`src/rtl/spike_encoder_if.sv`:
```
// Spike encoder bus: value handshake toward the encoder and the one-cycle
// spike pulses it emits toward the neuron inputs.
interface spike_encoder_if #(
    parameter int MAG_W = 4
);
    logic             in_valid;
    logic             in_ready;
    logic [MAG_W-1:0] in_mag;
    logic             in_sign;
    logic             data_out;
    logic             sign_out;

    modport master (
        output in_valid,
        output in_mag,
        output in_sign,
        input  in_ready,
        input  data_out,
        input  sign_out
    );

    modport slave (
        input  in_valid,
        input  in_mag,
        input  in_sign,
        output in_ready,
        output data_out,
        output sign_out
    );
endinterface

```
`src/rtl/spike_encoder.sv`:
```
// Turns an unsigned magnitude plus polarity into |value| one-cycle spikes,
// each followed by GAP forced-low cycles, then a one-cycle done strobe.
//
// state  | meaning
// S_IDLE | waiting for a value, in_ready high
// S_FIRE | spike cycle, data_out high
// S_GAP  | return-to-zero cycles between spikes
// S_DONE | burst finished, done strobe, may accept the next value
module spike_encoder #(
    parameter int MAG_W = 4,
    parameter int GAP   = 1
) (
    input  logic            clk,
    input  logic            rst_n,
    input  logic            flush,
    spike_encoder_if.slave  bus,
    output logic            busy,
    output logic            done
);

    typedef enum logic [1:0] {
        S_IDLE = 2'd0,
        S_FIRE = 2'd1,
        S_GAP  = 2'd2,
        S_DONE = 2'd3
    } state_t;

    state_t           state;
    logic [MAG_W-1:0] remaining;
    logic [7:0]       gap_cnt;
    logic             sign_q;
    logic             take;

    assign bus.in_ready = ((state == S_IDLE) || (state == S_DONE)) && !flush;
    assign take         = bus.in_valid && bus.in_ready;

    // Outputs are registered from the next state, so they line up with it.
    always_ff @(posedge clk or negedge rst_n) begin
        if (!rst_n) begin
            state        <= S_IDLE;
            remaining    <= '0;
            gap_cnt      <= '0;
            sign_q       <= 1'b0;
            bus.data_out <= 1'b0;
            bus.sign_out <= 1'b0;
            busy         <= 1'b0;
            done         <= 1'b0;
        end else if (flush) begin
            state        <= S_IDLE;
            remaining    <= '0;
            gap_cnt      <= '0;
            bus.data_out <= 1'b0;
            bus.sign_out <= 1'b0;
            busy         <= 1'b0;
            done         <= 1'b0;
        end else begin
            bus.data_out <= 1'b0;
            bus.sign_out <= 1'b0;
            done         <= 1'b0;
            case (state)
                S_IDLE, S_DONE: begin
                    if (take) begin
                        remaining <= bus.in_mag;
                        sign_q    <= bus.in_sign;
                        if (bus.in_mag != '0) begin
                            state        <= S_FIRE;
                            bus.data_out <= 1'b1;
                            bus.sign_out <= bus.in_sign;
                            busy         <= 1'b1;
                        end else begin
                            state <= S_DONE;
                            done  <= 1'b1;
                            busy  <= 1'b0;
                        end
                    end else begin
                        state <= S_IDLE;
                        busy  <= 1'b0;
                    end
                end
                S_FIRE: begin
                    state   <= S_GAP;
                    gap_cnt <= 8'(GAP);
                    busy    <= 1'b1;
                    if (remaining != '0) begin
                        remaining <= remaining - MAG_W'(1);
                    end
                end
                S_GAP: begin
                    // Terminal count at 1 yields exactly GAP low cycles.
                    if (gap_cnt <= 8'd1) begin
                        gap_cnt <= '0;
                        if (remaining != '0) begin
                            state        <= S_FIRE;
                            bus.data_out <= 1'b1;
                            bus.sign_out <= sign_q;
                            busy         <= 1'b1;
                        end else begin
                            state <= S_DONE;
                            done  <= 1'b1;
                            busy  <= 1'b0;
                        end
                    end else begin
                        gap_cnt <= gap_cnt - 8'd1;
                    end
                end
                default: begin
                    state <= S_IDLE;
                    busy  <= 1'b0;
                end
            endcase
        end
    end

endmodule

```
`src/flat_wrapper.sv`:
```
// flat-port wrapper written by rule: the top's interface ports become plain ports
module spike_encoder_flat 
#(
    parameter int MAG_W = 4,
    parameter int GAP   = 1
)
  (clk, rst_n, flush, busy, done, bus_in_valid, bus_in_mag, bus_in_sign, bus_in_ready, bus_data_out, bus_sign_out);
  spike_encoder_if #(.MAG_W(MAG_W)) bus_i ();
  input  logic clk;
  input  logic rst_n;
  input  logic flush;
  output logic busy;
  output logic done;
  input wire logic [$bits(bus_i.in_valid)-1:0] bus_in_valid;
  input wire logic [$bits(bus_i.in_mag)-1:0] bus_in_mag;
  input wire logic [$bits(bus_i.in_sign)-1:0] bus_in_sign;
  output wire logic [$bits(bus_i.in_ready)-1:0] bus_in_ready;
  output wire logic [$bits(bus_i.data_out)-1:0] bus_data_out;
  output wire logic [$bits(bus_i.sign_out)-1:0] bus_sign_out;
  assign bus_i.in_valid = bus_in_valid;
  assign bus_i.in_mag = bus_in_mag;
  assign bus_i.in_sign = bus_in_sign;
  assign bus_in_ready = bus_i.in_ready;
  assign bus_data_out = bus_i.data_out;
  assign bus_sign_out = bus_i.sign_out;
  spike_encoder #(.MAG_W(MAG_W), .GAP(GAP)) u_core (.clk(clk), .rst_n(rst_n), .flush(flush), .bus(bus_i), .busy(busy), .done(done));
endmodule
```
`config.mk`:
```
export PLATFORM = sky130hd
export DESIGN_NAME = spike_encoder_flat
export DESIGN_NICKNAME = d
export VERILOG_FILES = /design/src/rtl/spike_encoder_if.sv /design/src/rtl/spike_encoder.sv /design/src/flat_wrapper.sv
export SDC_FILE = /design/constraint.sdc
export NUM_CORES = 1
export LEC_CHECK = 0
export CAP_MARGIN = 0
export CORE_ASPECT_RATIO = 1.2
export CORE_MARGIN = 2
export CORE_UTILIZATION = 54
export CTS_CLUSTER_SIZE = 30
export DETAILED_ROUTE_END_ITERATION = 16
export GPL_TIMING_DRIVEN = 0
export PLACE_DENSITY = 0.87
export SYNTH_ARGS = -nofsm -noshare
export SYNTH_HDL_FRONTEND = slang
export SYNTH_SLANG_ARGS = --single-unit
```
`constraint.sdc`:
```
create_clock -name clk -period 2.24 [get_ports clk]
set_input_delay 0.672 -clock clk [delete_from_list [all_inputs] [get_ports clk]]
set_output_delay 0.672 -clock clk [all_outputs]
set_load 0.02 [all_outputs]
```
==> results.sh <==
export IMPL_synth_cell_types=43
export IMPL_n_antenna_cell=0
export IMPL_top_layer_used="met4"
export IMPL_worstPathMaxFanout=9
export IMPL_final_min_clock_period_ps=2089
export IMPL_ant_nets=0
export IMPL_routed_wl_um=2555
export IMPL_worst_hold_check_path_type="register to register"
export IMPL_final_hold_violation_count=0
export IMPL_cts_sinks=19
export IMPL_final_cell_count_no_fill=171
export IMPL_rows=18
export IMPL_final_cycle_share=0.9325
export IMPL_fillCellCount=176
export IMPL_ctsHtreeMaxLevel=1
export IMPL_ios=14
export IMPL_final_max_slew_violation_count=0
export IMPL_routedLengthMet1_um=1073
export IMPL_netSwitchingFraction=0.4596
export IMPL_core_region_area_mm2=0.002049
export IMPL_fmax_mhz=478.7
export IMPL_synth_cells_most_frequent="dfrtp_1 (19), nor2_1 (17), inv_1 (10)"
export IMPL_status="finished, final reports clean"
export IMPL_routabilityCongestion=0.8255
export IMPL_slew_headroom=0.4222
export IMPL_synth_area_per_cell_um2=9.389
export IMPL_cp_end_kind="output port"
export IMPL_criticalPathCategory="register to output port"
export IMPL_tightest_slew_ps=864.0
export IMPL_mappedNetlistArea_mm2=0.001174
export IMPL_placement_cell_area_mm2=0.001331
export IMPL_grt_ovfl_total=0
export IMPL_most_common_cell_in_the_synthesized_netlist="dfrtp_1"
export IMPL_p_leak_uw=0.0005985
export IMPL_worst_setup_path_start_kind="register"
export IMPL_share_of_total_power_in_combinational_logic=0.614
export IMPL_fin_hold_ws_ps=530.0
export IMPL_die_height_um=55.07
export IMPL_dp_cells=167
export IMPL_setup_violations=0
export IMPL_fp_dieArea_mm2=0.002564
export IMPL_power_total_uw=1920
export IMPL_post_synth_inst_count=125
export IMPL_clk_latency_ps=300
export IMPL_pwr_density_cell_mw_per_mm2=1396
export IMPL_cell_internal_pwr_uw=1038
export IMPL_critPathArrivalTime_ps=1420
export IMPL_total_switching_power_uw=882.4
export IMPL_initial_core_util=0.5726
export IMPL_netlist_area_leader_share=0.4051
export IMPL_grt_pass1_vias=1008
export IMPL_synth_edff_count=0
export IMPL_dominantRegCellSynth="dfrtp_1"
export IMPL_synth_sequential_area_ratio=0.4051
export IMPL_vdd_ir_drop_worst_v=0.0007928
export IMPL_cts_made_buffers=3
export IMPL_antenna_violations_before_repair=0
export IMPL_ctsRootBufferMaster="clkbuf_4"
export IMPL_postSynthRegisterBits=19
export IMPL_met3RoutedLength_um=101
export IMPL_synthTopCellsByArea="dfrtp_1 (41%), ha_1 (6.4%), nor2_1 (5.4%)"
export IMPL_remaining_drc_errors=0
export IMPL_async_flop_share=1.000
export IMPL_synth_net_count=140
export IMPL_vias=997
export IMPL_p_clk_frac=0.094
export IMPL_drv_max_cap_violation_count=0
export IMPL_cts_root_to_sink_buffers=2
export IMPL_first_pass_iters=4
export IMPL_clock_tree_from_tritoncts="yes"
export IMPL_seq_power_share=0.292
export IMPL_grt_first_pass_wirelength_um=4271
export IMPL_globalRouteTotalUtil=0.2323
export IMPL_detail_route_vias_per_cell=5.830
export IMPL_finClkSkew_ps=4.995
export IMPL_yosysTopAreaCell="dfrtp_1"
export IMPL_final_util=0.6709
export IMPL_fp_dieW_um=46.56
export IMPL_ctsHoldBuffers=0
export IMPL_detailedRoute_firstIterationViolations=25
export IMPL_port_buffer_count=12
export IMPL_routedWlPerCell_um=14.94
export IMPL_synth_yosys_warnings=0
export IMPL_pin_count_of_the_biggest_net_entering_global_routing=20
export IMPL_half_perimeter_wire_length_of_the_detailed_placement_result_um=1923
export IMPL_rsz_0062_raised_after_global_routing="false"
export IMPL_nNetsFinal=157
export IMPL_cts_clk_slew_worst_paths_ps=120
export IMPL_area_added_between_synthesis_and_finish_pct=17.16
export IMPL_stdcell_area_mm2=0.001375
export IMPL_worstPathRequired_ps=1570
export IMPL_share_of_layout_cells_above_drive_strength_1=0.1135
export IMPL_met2_wirelength_um=1357
worst max-delay path, cell delays in order, from the launching register on:
cell	delay [ps]
dfrtp_1	430
ha_4	330
inv_1	80
nor2_1	100
buf_2	170
final cells by class:
type	instances	area (µm²)	area share
Multi-Input combinational cell	90	649.4	0.4722
Sequential cell	19	475.5	0.3458
Timing Repair Buffer	13	122.6	0.08917
Inverter	10	37.54	0.02730
Tap cell	30	37.54	0.02730
Buffer	5	25.02	0.01820
Clock buffer	3	22.52	0.01638
Clock inverter	1	5.005	0.003640
power by group through the flow:
stage | registers [µW] | logic, µW | clock network, µW
floorplan | 556 | 851 | 0
global placement | 559 | 1060 | 0
detailed placement | 568 | 1110 | 0
CTS | 564 | 1150 | 178
global route | 577 | 1300 | 196
finish | 561 | 1180 | 180
routing by layer:
metal	vias up	track usage
met5	-	0
met4	0	0.07619
met3	2	0.02922
met2	30	0.4398
met1	488	0.2626
li1	477	-
final timing paths:
path	start	end	slack, ps	cells after the start
worst max-delay path	u_core.state[1]	bus_in_ready	150	4
worst max register to register	u_core.state[1]	u_core.remaining[3]	220	6
worst min-delay path	u_core.sign_q	u_core.sign_q	530	1
min in group asynchronous	rst_n	u_core.state[0]	840	1
worst min register to register	u_core.sign_q	u_core.sign_q	530	1
max in group asynchronous	rst_n	u_core.gap_cnt[3]	860	1
stage by stage:
| step | setup TNS, ps | setup slack (ps) |
|---|---|---|
| detailed placement | -432.3 | -412.0 |
| floorplan | 0 | 237.7 |
| CTS | 0 | 14.14 |
| finish | 0 | 151.1 |
| global route | 0 | 78.70 |
| global placement | -380.2 | -380.2 |
placed cells by master (no fill, tap or decap), drive strengths merged, types with 2 or more instances in the layout:
cell	Yosys	layout
clkdlybuf4s50	0	11
o31ai	2	2
a211o	2	2
clkbuf	4	6
nand3b	2	2
buf	2	4
inv	10	10
nand3	2	2
ha	6	6
nor3	4	4
nor2b	3	3
xnor2	2	2
nand2b	4	4
dfrtp	19	19
or4	2	2
a21oi	4	4
xor2	4	4
nor2	17	17
nand2	9	9
or3	2	2
a211oi	4	4
registers in the layout, indices dropped and copies added (netlist names):
signal,flops
u_core.gap_cnt,8
u_core.busy,1
u_core.state,2
u_core.bus.data_out,1
u_core.remaining,4
u_core.bus.sign_out,1
u_core.sign_q,1
u_core.done,1
kinds of logic after synthesis:
kind of cell | after synthesis | synth area share
mux | 2 | 0.01812
simple gates | 49 | 0.2260
flops | 19 | 0.4051
fa+ha+maj | 6 | 0.06396
buf+inv | 16 | 0.05223
compound gates | 27 | 0.1898
xor+xnor | 6 | 0.04478
what timing repair did:
item	4_1_cts	5_1_grt
gates resized for setup	6	5
endpoints found under the hold margin	0	0
setup buffers	0	1
endpoints found under the setup margin	1	1
No activity file was read; power rests on OpenSTA's default activity.
